### config.mk
export PLATFORM = sky130hd
export DESIGN_NAME = if_fetch_stage
export DESIGN_NICKNAME = d
export VERILOG_FILES = /design/src/rtl/if_fetch_stage.sv
export SDC_FILE = /design/constraint.sdc
export NUM_CORES = 1
export LEC_CHECK = 0
export BUFFER_PORTS_ARGS = -buffer_cell sky130_fd_sc_hd__buf_2
export CAP_MARGIN = 25
export CORE_ASPECT_RATIO = 1.4
export CORE_MARGIN = 1.5
export CORE_UTILIZATION = 45
export DETAILED_ROUTE_END_ITERATION = 6
export PLACE_DENSITY = 0.73
export SYNTH_ARGS = -nofsm -noshare
export SYNTH_HDL_FRONTEND = slang
export SYNTH_SLANG_ARGS = --single-unit
export TNS_END_PERCENT = 30
### constraint.sdc
create_clock -name clk -period 2.2 [get_ports clk]
set_input_delay 0 -clock clk [delete_from_list [all_inputs] [get_ports clk]]
set_output_delay 0 -clock clk [all_outputs]
set_load 0.02 [all_outputs]
### src/rtl/if_fetch_stage.sv
// if_fetch_stage: PC register, instruction-memory request and IF/ID pipeline
// register. Applies the hazard unit's PcStall/NOP verdict and EX redirects,
// including a redirect that arrives while a fetch is still outstanding.
module if_fetch_stage #(
    parameter logic [15:0] NOP_INSTR = 16'h0800,
    parameter logic [4:0]  HALT_OP   = 5'b00000
) (
    input  logic        clk,
    input  logic        rst,
    input  logic        PcStall,
    input  logic        NOP,
    input  logic        BrTaken,
    input  logic [15:0] BrTarget,
    input  logic [15:0] ImemData,
    input  logic        ImemReady,
    output logic [15:0] ImemAddr,
    output logic        ImemReq,
    output logic [15:0] IfInstr,
    output logic [15:0] IdInstr,
    output logic [15:0] IdPcInc,
    output logic        IdValid,
    output logic        Halted
);

    typedef enum logic [1:0] {
        FETCH      = 2'd0,
        REDIR_WAIT = 2'd1,
        HALTED     = 2'd2
    } state_t;

    state_t      state_q, state_d;
    logic [15:0] pc_q, pc_d;
    logic [15:0] target_q, target_d;
    logic [15:0] id_instr_q, id_instr_d;
    logic [15:0] id_pcinc_q, id_pcinc_d;
    logic        id_valid_q, id_valid_d;
    logic [15:0] pc_inc;

    // 16-bit modulo increment; 16'hFFFE wraps to 16'h0000
    assign pc_inc = pc_q + 16'd2;

    // Fetch-side outputs; the request is suppressed while reset is held
    always_comb begin
        ImemAddr = pc_q;
        ImemReq  = rst && (state_q != HALTED);
        IfInstr  = ((state_q == FETCH) && ImemReady) ? ImemData : NOP_INSTR;
        Halted   = (state_q == HALTED);
        IdInstr  = id_instr_q;
        IdPcInc  = id_pcinc_q;
        IdValid  = id_valid_q;
    end

    // Next-state logic: every path bubbles IF/ID unless a real instruction is latched
    always_comb begin
        state_d    = state_q;
        pc_d       = pc_q;
        target_d   = target_q;
        id_instr_d = NOP_INSTR;
        id_pcinc_d = id_pcinc_q;
        id_valid_d = 1'b0;
        unique case (state_q)
            FETCH: begin
                if (BrTaken && ImemReady) begin
                    pc_d = BrTarget;
                end else if (BrTaken) begin
                    // fetch at the old PC still in flight; remember where to go
                    target_d = BrTarget;
                    state_d  = REDIR_WAIT;
                end else if (!ImemReady || PcStall) begin
                    pc_d = pc_q;
                end else if (NOP) begin
                    // squash the delay slot but keep fetching forward
                    pc_d = pc_inc;
                end else begin
                    id_instr_d = ImemData;
                    id_pcinc_d = pc_inc;
                    id_valid_d = 1'b1;
                    if (ImemData[15:11] == HALT_OP) begin
                        state_d = HALTED;
                    end else begin
                        pc_d = pc_inc;
                    end
                end
            end
            REDIR_WAIT: begin
                if (BrTaken) begin
                    target_d = BrTarget;
                end
                // the returning data belongs to the old path and is dropped
                if (ImemReady) begin
                    pc_d    = BrTaken ? BrTarget : target_q;
                    state_d = FETCH;
                end
            end
            HALTED: begin
                // a taken branch older than the halt means the halt was speculative
                if (BrTaken) begin
                    pc_d    = BrTarget;
                    state_d = FETCH;
                end
            end
            default: begin
                state_d = FETCH;
            end
        endcase
    end

    // State, PC and IF/ID registers
    always_ff @(posedge clk or negedge rst) begin
        if (!rst) begin
            state_q    <= FETCH;
            pc_q       <= 16'h0000;
            target_q   <= 16'h0000;
            id_instr_q <= NOP_INSTR;
            id_pcinc_q <= 16'h0000;
            id_valid_q <= 1'b0;
        end else begin
            state_q    <= state_d;
            pc_q       <= pc_d;
            target_q   <= target_d;
            id_instr_q <= id_instr_d;
            id_pcinc_q <= id_pcinc_d;
            id_valid_q <= id_valid_d;
        end
    end

endmodule

# After elaboration in Yosys (flattened, before gate mapping)
# Cells that the tools add are included.
[op_classes]
reduce_logical = 13
add_sub_neg = 1
n_bitwise = 4
muxes = 30
eq_ne = 12
[ops]
columns = ["op", "n"]
rows = [
  ["two-way mux 16 bit", 15],
  ["case mux 16 bit (3 select lines)", 1],
  ["case mux 16 bit (2 select lines)", 1],
  ["adder 16 x 2 -> 16 bit (second input constant)", 1],
  ["two-way mux 2 bit", 7],
  ["AND reduction 6 bit", 2],
  ["!= test 3 bit (second input constant)", 3],
  ["!= test 2 bit (second input constant)", 4],
  ["!= test 3 x 2 -> 1 bit (second input constant)", 2],
  ["case mux 2 bit (3 select lines)", 1],
  ["zero test 5 bit", 1],
  ["two-way mux 1 bit", 5],
  ["AND reduction 5 bit", 1],
  ["!= test 4 bit (second input constant)", 1],
  ["inverter 1 bit", 4],
  ["logical AND 1 bit", 3],
  ["nonzero test 3 bit", 1],
  ["equality test 2 x 1 -> 1 bit (second input constant)", 1],
  ["equality test 2 bit (second input constant)", 1],
  ["zero test 2 bit", 1],
  ["AND reduction 2 bit", 1],
  ["nonzero test 2 bit", 1],
  ["zero test 1 bit", 1],
  ["logical OR 1 bit", 1],
]
[totals]
inputBits = 38
wordCells = 66
out_inout_bits = 67
regBits = 67

# Logic depth before layout (Yosys ltp)
# Gate-level depths: netlist of run 1.
[logic_depth]
word_depth = 7
ltp_mapped = 8
ltp_nobuf = 7

# Worst setup path before layout of run 1
# Ideal clock, no wire load.
[synth_timing]
kind = "register -> register"
from = "register state_q[0]"
to = "register pc_q[7], in the netlist ImemAddr[7]"
n_path_buf = 0
period_less_slack_ns = 2.081
setup_time_ns = 0.126
t_arrival_ns = 1.955
path_stages_with_launch = 8
path_slack_ns = 0.119
t_required_ns = 2.074
cell_sequence = "dfrtp_1 inv_1 ha_1 or2b_2 o311a_4 nand2_2 o21ai_0 a221o_1"
[synth_via]
elab_chain_cells = 3
word_cells_on_any_way = 11
cone_classes = "7 x eq/ne; 1 x mux; 3 x reduce/logical"
[synth_rtl]
columns = ["element", "line_no", "source"]
rows = [
  ["from (decl)", "31", "state_t state_q, state_d;"],
  ["from (signal assigned)", "118", "state_q <= state_d;"],
  ["zero test 2 bit (tied with other cells)", "61", "unique case (state_q)"],
  ["!= test 4 bit (no source line) (tied with other cells)", "--", ""],
  ["AND reduction 6 bit (no source line)", "--", ""],
  ["to (signal assigned)", "119", "pc_q <= pc_d;"],
  ["to (decl)", "32", "logic [15:0] pc_q, pc_d;"],
]
# Parallel ways exist; a longest one is shown, timed or not.
# A chain may end at the register's enable or synchronous reset.

# Worst setup path after layout of run 1
[layout_timing]
from = "register state_q[0]"
to = "register pc_q[4], in the netlist ImemAddr[4]"
# Same word-level chain as after synthesis.

==> metrics.txt, run 1 <==
# TYPE chip_impl_metric gauge
chip_impl_info{name="status",value="completed"} 1
chip_impl_metric{name="drive_above_1_share",unit="%"} 33.9
chip_impl_metric{name="totalWireLength",unit="um"} 10300
chip_impl_metric{name="fillerInstances",unit=""} 672
chip_impl_metric{name="number_of_cells_traversed_by_the_worst_register_to_register_path",unit=""} 9
chip_impl_metric{name="cp_max_fo",unit=""} 23
chip_impl_metric{name="port-buffer-count",unit=""} 104
chip_impl_info{name="leading_register_cell_type_out_of_synthesis",value="dfrtp_1"} 1
chip_impl_metric{name="route.layer.met1.wl",unit="um"} 4160
chip_impl_metric{name="max_slew_headroom",unit="%"} 67.8
chip_impl_metric{name="ys_seq_area_share",unit="%"} 44.3
chip_impl_metric{name="drt_iter0_markers",unit=""} 259
chip_impl_metric{name="mappedNetlistNets",unit=""} 432
chip_impl_metric{name="grt_pass1_wl",unit="um"} 17000
chip_impl_metric{name="chip_height",unit="um"} 112
chip_impl_metric{name="floorplan.die_area",unit="um^2"} 8990
chip_impl_info{name="topRoutingLayerUsed",value="met4"} 1
chip_impl_info{name="worst_setup_path_start_kind",value="flip-flop"} 1
chip_impl_metric{name="area.growth.synth_to_final",unit="%"} 34.0
chip_impl_metric{name="cp_data_required_time",unit="ns"} 2.47
chip_impl_metric{name="r2r_setup_slack",unit="ns"} 0.12
chip_impl_metric{name="layout_min_cycle_time",unit="ns"} 2.08
chip_impl_metric{name="switching_power",unit="uW"} 2530
chip_impl_metric{name="initial_core_util",unit="%"} 46.5
chip_impl_metric{name="clock.fmax",unit="MHz"} 482
chip_impl_metric{name="routabilityCongestion",unit=""} 0.838
chip_impl_metric{name="synthesis.yosys.warnings",unit=""} 0
chip_impl_metric{name="wl_per_cell",unit="um"} 16.3
chip_impl_metric{name="swShare",unit="%"} 39.4
chip_impl_metric{name="rows",unit=""} 39
chip_impl_metric{name="worst_pin_slew",unit="ns"} 0.479
chip_impl_metric{name="synth.distinct_cells",unit=""} 60
chip_impl_metric{name="synth.ff_latch_count",unit=""} 67
chip_impl_metric{name="dr_total_vias",unit=""} 3507
chip_impl_metric{name="pwr_cell_area",unit="nW/um^2"} 1260
chip_impl_metric{name="drv_slew",unit=""} 0
chip_impl_metric{name="irDropWorstVdd",unit="mV"} 0.575
chip_impl_metric{name="numCtsBuffers",unit=""} 9
chip_impl_metric{name="number_of_global_route_vias_before_repair",unit=""} 3455
chip_impl_metric{name="cts.repair_timing.setup_buffer_count",unit=""} 0
chip_impl_metric{name="cells_after_synthesis",unit=""} 389
chip_impl_info{name="cts-root-buf",value="clkbuf_16"} 1
chip_impl_info{name="ys_top_cells_by_area",value="dfrtp_1, mux2_2, nor2_1, a21oi_1, and3_1"} 1
chip_impl_metric{name="layout_worst_path_cycle_share",unit="%"} 94.4
chip_impl_info{name="crit_path_end_kind",value="flip-flop"} 1
chip_impl_metric{name="num_antenna_cells",unit=""} 0
chip_impl_metric{name="number_of_antenna_violations_at_the_first_check_in_global_routing",unit=""} 0
chip_impl_metric{name="finish.cell_count_without_fillers",unit=""} 630
chip_impl_metric{name="clkSlewWorstSetupHoldPaths",unit="ns"} 0.05
chip_impl_info{name="cts_tree",value="done"} 1
chip_impl_metric{name="die_x",unit="um"} 80.6
chip_impl_info{name="critical_path.reg2reg.endpoint",value="ImemAddr[4]"} 1
chip_impl_metric{name="clock_power_share",unit="%"} 24.4
chip_impl_metric{name="synth_area_per_cell",unit="um^2"} 9.75
chip_impl_info{name="critical_path_class",value="reg2reg"} 1
chip_impl_metric{name="drt.antenna.violating_nets",unit=""} 0
chip_impl_metric{name="cts.sinks",unit=""} 67
chip_impl_metric{name="leak",unit="uW"} 0.00237
chip_impl_metric{name="seq_area",unit="um^2"} 1680
chip_impl_metric{name="via_per_inst",unit=""} 5.57
chip_impl_metric{name="report.final.hold_viol_count",unit=""} 0
chip_impl_metric{name="p_total",unit="uW"} 6420
chip_impl_metric{name="design.portCount",unit=""} 105
chip_impl_info{name="worstReg2RegStart",value="state_q[0]"} 1
chip_impl_metric{name="place_hpwl",unit="um"} 7250
chip_impl_metric{name="maxCapViolCount",unit=""} 0
chip_impl_metric{name="detail_route.first_pass.iterations",unit=""} 5
chip_impl_metric{name="wl_met3",unit="um"} 529
chip_impl_metric{name="p_int",unit="uW"} 3890
chip_impl_metric{name="met2RoutedLength",unit="um"} 5320
chip_impl_metric{name="placedCellCount",unit=""} 581
chip_impl_metric{name="grt_max_degree",unit=""} 40
chip_impl_info{name="yosysTopAreaCell",value="dfrtp_1"} 1
chip_impl_metric{name="share_of_the_synthesized_area_in_the_top_cell_type",unit="%"} 43.6
chip_impl_metric{name="grt_usage",unit="%"} 24.6
chip_impl_metric{name="p_comb_share",unit="%"} 42.8
chip_impl_metric{name="design.core.area",unit="um^2"} 8150
chip_impl_metric{name="route.detailed.drc",unit=""} 0
chip_impl_metric{name="clock_insertion_delay_worst_skew",unit="ns"} 0.33
chip_impl_metric{name="multi_input_area",unit="um^2"} 1940
chip_impl_metric{name="crit_arrival",unit="ns"} 2.35
chip_impl_metric{name="synth-edff-count",unit=""} 0
chip_impl_metric{name="cts_htree_levels",unit=""} 3
chip_impl_metric{name="async_flop_share",unit="%"} 100
chip_impl_metric{name="final_net_count",unit=""} 566
chip_impl_metric{name="grt.overflow.total",unit=""} 0
chip_impl_metric{name="timing.clock.skew",unit="ns"} 0.00443
chip_impl_info{name="timing.hold.worst.class",value="in2async"} 1
chip_impl_metric{name="finalSetupViolations",unit=""} 0
chip_impl_metric{name="ctsLongestPathBuffers",unit=""} 2
chip_impl_metric{name="power.sequential.fraction",unit="%"} 32.8
chip_impl_metric{name="syn_area",unit="um^2"} 3790
==> synthesized netlist by cell type (3+ instances only) <==
master and n:
a211oi_1 3, a21o_1 3, a21oi_1 23, a221oi_1 8
and2_1 16, and3_1 18, buf_2 6, clkbuf_1 17
clkbuf_8 3, dfrtp_1 66, ha_1 5, inv_1 8
mux2_2 24, mux2i_1 10, nand2_1 29, nand3_1 10
nand4_1 3, nor2_1 32, nor3_1 10, nor4_1 3
o21ai_0 22, o22ai_1 3, o31ai_1 6, or2_2 3
xnor2_1 7, xor2_1 5
==> registers in the layout, indices dropped and copies added, names as in the netlist <==
register / cells
IdPcInc: 16
state_q: 2
IdInstr: 16
IdValid: 1
ImemAddr: 16
target_q: 16
==> per-layer routing <==
layer | GRT usage [%] | vias up
li1 | - | 1686
met1 | 29.7 | 1682
met2 | 40.5 | 118
met3 | 6.56 | 21
met4 | 11.0 | 0
met5 | 0 | -
==> cell type report <==
cell class,instances,area share (%)
Clock buffer,12,5.05
Multi-Input combinational cell,285,38.2
Sequential cell,67,33.0
Timing Repair Buffer,152,19.2
Clock inverter,4,1.43
Tap cell,102,2.51
Inverter,8,0.591
==> cells in the final DEF (no fill, tap or decap), types with 3 or more instances in the layout <==
master	netlist	layout
a211oi_1	3	3
a21o_1	3	3
a21oi_1	23	23
a221oi_1	8	8
and2_1	16	16
and3_1	18	18
buf_2	6	104
buf_4	1	14
clkbuf_16	0	9
dfrtp_1	66	66
dlygate4sd3_1	0	33
ha_1	5	4
inv_1	8	6
mux2_2	24	24
mux2i_1	10	10
nand2_1	29	29
nand3_1	10	10
nand4_1	3	3
nor2_1	32	32
nor3_1	10	10
nor4_1	3	3
o21ai_0	22	22
o22ai_1	3	3
o31ai_1	6	6
or2_2	3	3
xnor2_1	7	7
xor2_1	5	5
==> through the flow <==
| step | setup TNS, ns | setup slack [ns] | utilization [%] | hold WS (ns) | cell area (um^2) |
|---|---|---|---|---|---|
| CTS | 0 | 0.0111 | 62.2 | 0.0365 | 5070 |
| finish | 0 | 0.124 | 62.3 | 0.0412 | 5080 |
| global placement | 0 | 0.168 | 54.1 | -0.148 | 4410 |
| floorplan | 0 | 0.119 | - | -0.296 | 3790 |
| detailed placement | 0 | 0.0232 | 54.1 | -0.148 | 4410 |
| global route | -0.0481 | -0.0481 | 62.3 | 0.0515 | 5080 |
==> cells by family after synthesis <==
logic type / synth area share (%)
simple gates: 19.5
compound gates: 16.9
flops: 44.3
buf+inv: 5.08
mux: 9.77
xor+xnor: 2.77
fa+ha+maj: 1.65
==> worst max-delay path by stage <==
stage               start           end  slack (ns)  cells after the start
4_1_cts        state_q[1]   ImemAddr[7]        0.01                      7
6_report       state_q[0]   ImemAddr[4]        0.12                      9
2_1_floorplan  state_q[0]   ImemAddr[7]        0.12                      7
5_1_grt        state_q[0]   ImemAddr[5]       -0.05                      9
3_3_place_gp   state_q[0]  ImemAddr[14]        0.17                      8
3_5_place_dp   state_q[0]   ImemAddr[7]        0.02                      7
==> power groups by stage <==
stage	combinational, uW	clock [uW]	sequential [uW]
floorplan	1570	0	2390
global placement	2590	0	2090
detailed placement	2660	0	2120
CTS	2730	1600	2100
global route	3040	1660	2180
finish	2750	1570	2110
==> critical path: stages, from the launching register on <==
cell	delay [ns]
dfrtp_1	0.39
inv_2	0.08
ha_2	0.20
buf_4	0.20
o21ba_2	0.21
nor2_1	0.21
nand2_4	0.11
buf_4	0.18
a2111oi_1	0.31
a21o_1	0.12
==> repair_timing <==
item / 4_1_cts / 5_1_grt
hold endpoints to repair: 98 / 0
setup endpoints to repair: 1 / 6
hold buffers: 33 / 0
resized for setup: 1 / 6
(Power assumes the default switching activity.)
==> inputs of run 2 (changes only) <==
--- a/config.mk
+++ b/config.mk
@@ -12,6 +12,7 @@
 export CORE_UTILIZATION = 45
 export DETAILED_ROUTE_END_ITERATION = 6
 export PLACE_DENSITY = 0.73
+export SETUP_SLACK_MARGIN = 0.5
 export SYNTH_ARGS = -nofsm -noshare
 export SYNTH_HDL_FRONTEND = slang
 export SYNTH_SLANG_ARGS = --single-unit
==> metrics.txt, run 2 (synthesized netlist as in run 1, its figures left out) <==
# TYPE chip_impl_metric gauge
chip_impl_metric{name="swShare",unit="%"} 40.3
chip_impl_metric{name="floorplan.die_area",unit="um^2"} 8990
chip_impl_metric{name="pwr_cell_area",unit="nW/um^2"} 1250
chip_impl_metric{name="clock_power_share",unit="%"} 22.0
chip_impl_info{name="critPathMostFrequentCell",value="buf_6"} 1
chip_impl_metric{name="num_antenna_cells",unit=""} 0
chip_impl_metric{name="timing.clock.skew",unit="ns"} 0.00384
chip_impl_metric{name="layout_worst_path_cycle_share",unit="%"} 85.6
chip_impl_metric{name="clock.fmax",unit="MHz"} 531
chip_impl_metric{name="r2r_setup_slack",unit="ns"} 0.32
chip_impl_metric{name="die_x",unit="um"} 80.6
chip_impl_info{name="timing.hold.worst.class",value="in2reg"} 1
chip_impl_info{name="worstReg2RegStart",value="state_q[0]"} 1
chip_impl_metric{name="place_hpwl",unit="um"} 7210
chip_impl_metric{name="drt_iter0_markers",unit=""} 296
chip_impl_metric{name="p_comb_share",unit="%"} 46.3
chip_impl_metric{name="totalWireLength",unit="um"} 11100
chip_impl_metric{name="slowest_delay",unit="ns"} 0.39
chip_impl_metric{name="clock_insertion_delay_worst_skew",unit="ns"} 0.33
chip_impl_metric{name="maxCapViolCount",unit=""} 0
chip_impl_metric{name="cts.sinks",unit=""} 67
chip_impl_metric{name="irDropWorstVdd",unit="mV"} 0.678
chip_impl_metric{name="detail_route.first_pass.iterations",unit=""} 6
chip_impl_metric{name="cts_htree_levels",unit=""} 3
chip_impl_metric{name="drive_above_1_share",unit="%"} 40.2
chip_impl_info{name="cts-root-buf",value="clkbuf_16"} 1
chip_impl_info{name="crit_path_end_kind",value="flip-flop"} 1
chip_impl_metric{name="report.final.hold_viol_count",unit=""} 0
chip_impl_metric{name="placedInstanceArea",unit="um^2"} 4420
chip_impl_info{name="status",value="completed"} 1
chip_impl_metric{name="via_per_inst",unit=""} 5.68
chip_impl_metric{name="max_slew_headroom",unit="%"} 61.2
chip_impl_metric{name="timing.setup.tns",unit="ns"} 0
chip_impl_metric{name="area.growth.synth_to_final",unit="%"} 42.7
chip_impl_info{name="worst_setup_path_start_kind",value="flip-flop"} 1
chip_impl_metric{name="layout_min_cycle_time",unit="ns"} 1.88
chip_impl_metric{name="design.portCount",unit=""} 105
chip_impl_info{name="rsz_0062_raised_after_global_routing",value="yes"} 1
chip_impl_metric{name="crit_arrival",unit="ns"} 2.10
chip_impl_metric{name="p_int",unit="uW"} 4030
chip_impl_metric{name="numCtsBuffers",unit=""} 9
chip_impl_metric{name="routabilityCongestion",unit=""} 0.882
chip_impl_metric{name="route.detailed.drc",unit=""} 0
chip_impl_metric{name="worst_pin_slew",unit="ns"} 0.577
chip_impl_metric{name="fillerInstances",unit=""} 599
chip_impl_metric{name="grt_usage",unit="%"} 24.6
chip_impl_metric{name="grt.overflow.total",unit=""} 0
chip_impl_metric{name="final_net_count",unit=""} 583
chip_impl_metric{name="rows",unit=""} 39
chip_impl_metric{name="grt_max_degree",unit=""} 42
chip_impl_metric{name="clkSlewWorstSetupHoldPaths",unit="ns"} 0.05
chip_impl_metric{name="post-route-cell-area",unit="um^2"} 5410
chip_impl_metric{name="number_of_cells_traversed_by_the_worst_register_to_register_path",unit=""} 9
chip_impl_metric{name="power.sequential.fraction",unit="%"} 31.6
chip_impl_metric{name="switching_power",unit="uW"} 2720
chip_impl_info{name="timing.critical_path.cells",value="inv_2, buf_6, ha_4, or2b_4, o311a_4, nand2_8, buf_6, a31o_2, a32o_1"} 1
chip_impl_metric{name="chip_height",unit="um"} 112
chip_impl_metric{name="wl_per_cell",unit="um"} 17.1
chip_impl_metric{name="design.core.area",unit="um^2"} 8150
chip_impl_info{name="crit_path_top_delay_cell",value="dfrtp_1"} 1
chip_impl_metric{name="port-buffer-count",unit=""} 104
chip_impl_metric{name="grt_pass1_wl",unit="um"} 17100
chip_impl_metric{name="drv_slew",unit=""} 0
chip_impl_metric{name="ctsLongestPathBuffers",unit=""} 2
chip_impl_metric{name="initial_core_util",unit="%"} 46.5
chip_impl_metric{name="drt.antenna.violating_nets",unit=""} 0
chip_impl_info{name="mostFrequentLayoutCells",value="buf_2, dfrtp_1, dlygate4sd3_1"} 1
chip_impl_metric{name="number_of_antenna_violations_at_the_first_check_in_global_routing",unit=""} 0
chip_impl_info{name="min-delay-start",value="NOP"} 1
chip_impl_info{name="critical_path_class",value="reg2reg"} 1
chip_impl_info{name="hold_end",value="IdValid"} 1
chip_impl_metric{name="leak",unit="uW"} 0.00251
chip_impl_info{name="cts_tree",value="done"} 1
chip_impl_info{name="critical_path.reg2reg.endpoint",value="ImemAddr[15]"} 1
chip_impl_info{name="final_common_cell",value="buf_2"} 1
chip_impl_metric{name="hold_depth",unit=""} 4
chip_impl_metric{name="finalSetupViolations",unit=""} 0
chip_impl_metric{name="cp_max_fo",unit=""} 7
chip_impl_metric{name="hold_slack",unit="ns"} 0.194
chip_impl_metric{name="cp_data_required_time",unit="ns"} 2.42
chip_impl_metric{name="number_of_global_route_vias_before_repair",unit=""} 3425
chip_impl_metric{name="dr_total_vias",unit=""} 3677
[run 2: cell type report]
| type | count | area (um^2) | area share [%] |
|---|---|---|---|
| well taps | 102 | 128 | 2.36 |
| flip-flops and latches | 67 | 1680 | 31.1 |
| clock buffers | 12 | 267 | 4.92 |
| clock inverters | 4 | 47.5 | 0.879 |
| repair buffers | 169 | 1170 | 21.7 |
| inverters | 8 | 33.8 | 0.624 |
| multi-input cells | 285 | 2080 | 38.5 |
[run 2: metal layers]
metal	GRT usage, %	vias up	share of wire [%]
met4	9.77	0	1.7
met1	30.9	1774	39
met5	0	-	0
li1	-	1721	-
met3	4.67	19	6.5
met2	41.0	163	53
[run 2: worst max path at each step]
stage,from,endpoint,slack (ns),depth (start not counted)
floorplan,state_q[1],ImemAddr[1],0.33,8
detailed placement,state_q[1],state_q[0],0.1,9
global route,state_q[1],ImemAddr[13],0.26,8
CTS,state_q[0],ImemAddr[1],0.32,7
global placement,state_q[1],target_q[11],0.25,7
finish,state_q[0],ImemAddr[15],0.32,9
[run 2: repair_timing]
| action | in CTS | in global routing |
|---|---|---|
| resized for setup | 16 | 24 |
| pin swaps | 3 | 11 |
| hold buffers | 33 | 0 |
| cloned | 0 | 2 |
| endpoints found under the hold margin | 98 | 0 |
| setup buffers | 7 | 8 |
| endpoints found under the setup margin | 52 | 52 |
[run 2: power groups by stage]
stage | logic, uW | registers, uW | clock network (uW)
after floorplan | 1620 | 2400 | 0
after global placement | 2570 | 2110 | 0
after detailed placement | 2650 | 2140 | 0
after CTS | 2830 | 2130 | 1510
after global routing | 3380 | 2200 | 1570
final | 3130 | 2140 | 1490
[run 2: through the flow]
step | util [%] | total power, uW | cells | setup slack, ns
CTS | 63.6 | 6460 | 637 | 0.321
global route | 66.4 | 7150 | 647 | 0.263
floorplan | - | 4020 | 389 | 0.329
global placement | 54.3 | 4690 | 581 | 0.246
detailed placement | 54.3 | 4790 | 581 | 0.0953
finish | 66.4 | 6750 | 647 | 0.318
[run 2: worst max-delay path: cells and delay by family, from the launching register on]
kind	cells	cell delay [ns]
and+or+nand+nor	2	0.27
DFF	1	0.39
adders and majority gates	1	0.15
AOI/OAI and AO/OA	3	0.61
buffers and inverters	3	0.33
==> inputs of run 3 (changes only) <==
--- a/config.mk
+++ b/config.mk
@@ -11,7 +11,7 @@
 export CORE_MARGIN = 1.5
 export CORE_UTILIZATION = 45
 export DETAILED_ROUTE_END_ITERATION = 6
-export PLACE_DENSITY = 0.73
+export PLACE_DENSITY = 0.7
 export SETUP_SLACK_MARGIN = 0.5
 export SYNTH_ARGS = -nofsm -noshare
 export SYNTH_HDL_FRONTEND = slang
==> constraint.sdc (replaced) <==
create_clock -name clk -period 1.84 [get_ports clk]
set_input_delay 0 -clock clk [delete_from_list [all_inputs] [get_ports clk]]
set_output_delay 0 -clock clk [all_outputs]
set_load 0.02 [all_outputs]
==> metrics.txt, run 3 (synthesized netlist as in run 1, its figures left out) <==
# TYPE chip_impl_metric gauge
chip_impl_info{name="failing_checks",value="setup timing"} 1
chip_impl_info{name="min-delay-start",value="NOP"} 1
chip_impl_metric{name="initial_core_util",unit="%"} 46.5
chip_impl_metric{name="pwr_cell_area",unit="nW/um^2"} 1500
chip_impl_metric{name="design.portCount",unit=""} 105
chip_impl_metric{name="layout_min_cycle_time",unit="ns"} 1.90
chip_impl_info{name="rsz_0062_raised_after_global_routing",value="yes"} 1
chip_impl_info{name="critical_path_class",value="reg2reg"} 1
chip_impl_metric{name="clock_insertion_delay_worst_skew",unit="ns"} 0.34
chip_impl_metric{name="number_of_antenna_violations_at_the_first_check_in_global_routing",unit=""} 0
chip_impl_metric{name="fin_ws",unit="ns"} -0.0563
chip_impl_metric{name="post-route-cell-area",unit="um^2"} 5900
chip_impl_metric{name="timing.clock.skew",unit="ns"} 0.0131
chip_impl_info{name="worstReg2RegStart",value="state_q[1]"} 1
chip_impl_info{name="cts_tree",value="done"} 1
chip_impl_metric{name="dr_total_vias",unit=""} 3751
chip_impl_metric{name="irDropWorstVdd",unit="mV"} 0.778
chip_impl_metric{name="finalSetupViolations",unit=""} 12
chip_impl_metric{name="ctsLongestPathBuffers",unit=""} 2
chip_impl_metric{name="number_of_global_route_vias_before_repair",unit=""} 3664
chip_impl_metric{name="numCtsBuffers",unit=""} 9
chip_impl_info{name="worstSetupStartpoint",value="state_q[1]"} 1
chip_impl_metric{name="leak",unit="uW"} 0.00268
chip_impl_metric{name="design.core.area",unit="um^2"} 8150
chip_impl_metric{name="via_per_inst",unit=""} 5.58
chip_impl_metric{name="detail_route.first_pass.iterations",unit=""} 4
chip_impl_metric{name="max_slew_headroom",unit="%"} 70.2
chip_impl_metric{name="wl_per_cell",unit="um"} 17.7
chip_impl_metric{name="totalWireLength",unit="um"} 11900
chip_impl_metric{name="chip_height",unit="um"} 112
chip_impl_metric{name="cp_max_fo",unit=""} 8
chip_impl_metric{name="cts.sinks",unit=""} 67
chip_impl_metric{name="cp_data_required_time",unit="ns"} 2.06
chip_impl_metric{name="report.final.hold_viol_count",unit=""} 0
chip_impl_metric{name="floorplan.die_area",unit="um^2"} 8990
chip_impl_metric{name="crit_arrival",unit="ns"} 2.12
chip_impl_info{name="mostFrequentLayoutCells",value="buf_2, dfrtp_1, buf_4"} 1
chip_impl_metric{name="area.growth.synth_to_final",unit="%"} 55.7
chip_impl_info{name="cts-root-buf",value="clkbuf_16"} 1
chip_impl_metric{name="port-buffer-count",unit=""} 104
chip_impl_metric{name="fillerInstances",unit=""} 553
chip_impl_metric{name="drive_above_1_share",unit="%"} 48.8
chip_impl_metric{name="layout_worst_path_cycle_share",unit="%"} 103
chip_impl_info{name="crit_path_end_kind",value="flip-flop"} 1
chip_impl_metric{name="routabilityCongestion",unit=""} 0.845
chip_impl_info{name="timing.hold.worst.class",value="in2reg"} 1
chip_impl_metric{name="drt.antenna.violating_nets",unit=""} 0
chip_impl_metric{name="place_hpwl",unit="um"} 7560
chip_impl_metric{name="die_x",unit="um"} 80.6
chip_impl_metric{name="grt_usage",unit="%"} 26.5
chip_impl_metric{name="hold_slack",unit="ns"} 0.182
chip_impl_metric{name="drt_iter0_markers",unit=""} 172
chip_impl_info{name="final_common_cell",value="buf_2"} 1
chip_impl_metric{name="num_antenna_cells",unit=""} 0
chip_impl_metric{name="route.detailed.drc",unit=""} 0
chip_impl_info{name="status",value="complete, but fails checks"} 1
chip_impl_metric{name="worst_pin_slew",unit="ns"} 0.443
chip_impl_metric{name="final_net_count",unit=""} 608
chip_impl_metric{name="cts_htree_levels",unit=""} 3
chip_impl_metric{name="drv_slew",unit=""} 0
chip_impl_metric{name="maxCapViolCount",unit=""} 0
chip_impl_metric{name="rows",unit=""} 39
chip_impl_metric{name="grt.overflow.total",unit=""} 0
chip_impl_metric{name="grt_max_degree",unit=""} 30
chip_impl_metric{name="placedInstanceArea",unit="um^2"} 4640
chip_impl_metric{name="clkSlewWorstSetupHoldPaths",unit="ns"} 0.07
chip_impl_info{name="worst_setup_path_start_kind",value="flip-flop"} 1
chip_impl_metric{name="grt_pass1_wl",unit="um"} 18200
chip_impl_metric{name="clock.fmax",unit="MHz"} 527
## run 3: cell count changes in the layout (fill, tap and decap cells not counted), sizes merged
cell / delta
inv: +1
clkbuf: -1
clkinvlp: -1
clkinv: +1
bufinv: +1
buf: +24
## run 3: critical path, cell delays in order (launching register included)
cell and delay [ns]:
dfrtp_1 0.39, buf_4 0.15, ha_2 0.18, or2b_4 0.21
o311a_4 0.22, nand2_8 0.08, buf_12 0.15, a31o_2 0.21
a32o_1 0.19
## run 3: final cells by class
class / instances / area, um^2 / area share [%]
Clock buffer: 10 / 239 / 4.05
Timing Repair Buffer: 194 / 1510 / 25.6
Tap cell: 102 / 128 / 2.16
Clock inverter: 6 / 87.6 / 1.48
Sequential cell: 67 / 1680 / 28.5
Multi-Input combinational cell: 285 / 2220 / 37.7
Inverter: 8 / 33.8 / 0.572
## run 3: per-stage QoR
stage / instances / power [uW] / setup WS, ns / utilization, % / TNS, ns
floorplan: 389 / 4820 / -0.0310 / - / -0.0886
global placement: 607 / 5960 / 0.0244 / 57.0 / 0
detailed placement: 607 / 6070 / -0.0699 / 57.0 / -0.157
CTS: 663 / 8190 / -0.0287 / 67.8 / -0.0804
global route: 672 / 9310 / -0.112 / 72.4 / -2.50
finish: 672 / 8830 / -0.0563 / 72.4 / -0.209
## run 3: layer usage
layer  global-route usage [%]  vias to the layer above  routed length [um]  share of wire [%]
met3                     4.67                       26                 500                4.2
li1                         -                     1772                   -                  -
met4                     14.1                        0                 393                3.3
met1                     31.8                     1823                4660                 39
met2                     44.5                      130                6360                 53
met5                        0                        -                   0                  0
## run 3: path summary, 6_finish.rpt
path	endpoint	slack [ns]	depth (start not counted)
max	ImemAddr[15]	-0.06	8
min	IdPcInc[2]	0.18	4
max reg2reg	ImemAddr[15]	-0.06	8
min reg2reg	target_q[3]	0.49	2
max in group asynchronous	IdInstr[11]	1.19	3
min in group asynchronous	ImemAddr[7]	0.27	3
## run 3: timing repair
| action | in CTS | in global routing |
|---|---|---|
| setup buffers | 5 | 6 |
| pin swaps | 6 | 16 |
| gates cloned | 2 | 3 |
| gates resized for setup | 52 | 61 |
| hold buffers | 33 | 0 |
| endpoints found under the setup margin | 85 | 85 |
| endpoints found under the hold margin | 98 | 0 |
## run 3: power by group
| part | leakage, uW | total [uW] | switching (uW) | internal (uW) |
|---|---|---|---|---|
| Clock | 0.000163 | 1890 | 665 | 1220 |
| Sequential | 0.000820 | 2550 | 513 | 2030 |
| Combinational | 0.00170 | 4390 | 2340 | 2050 |
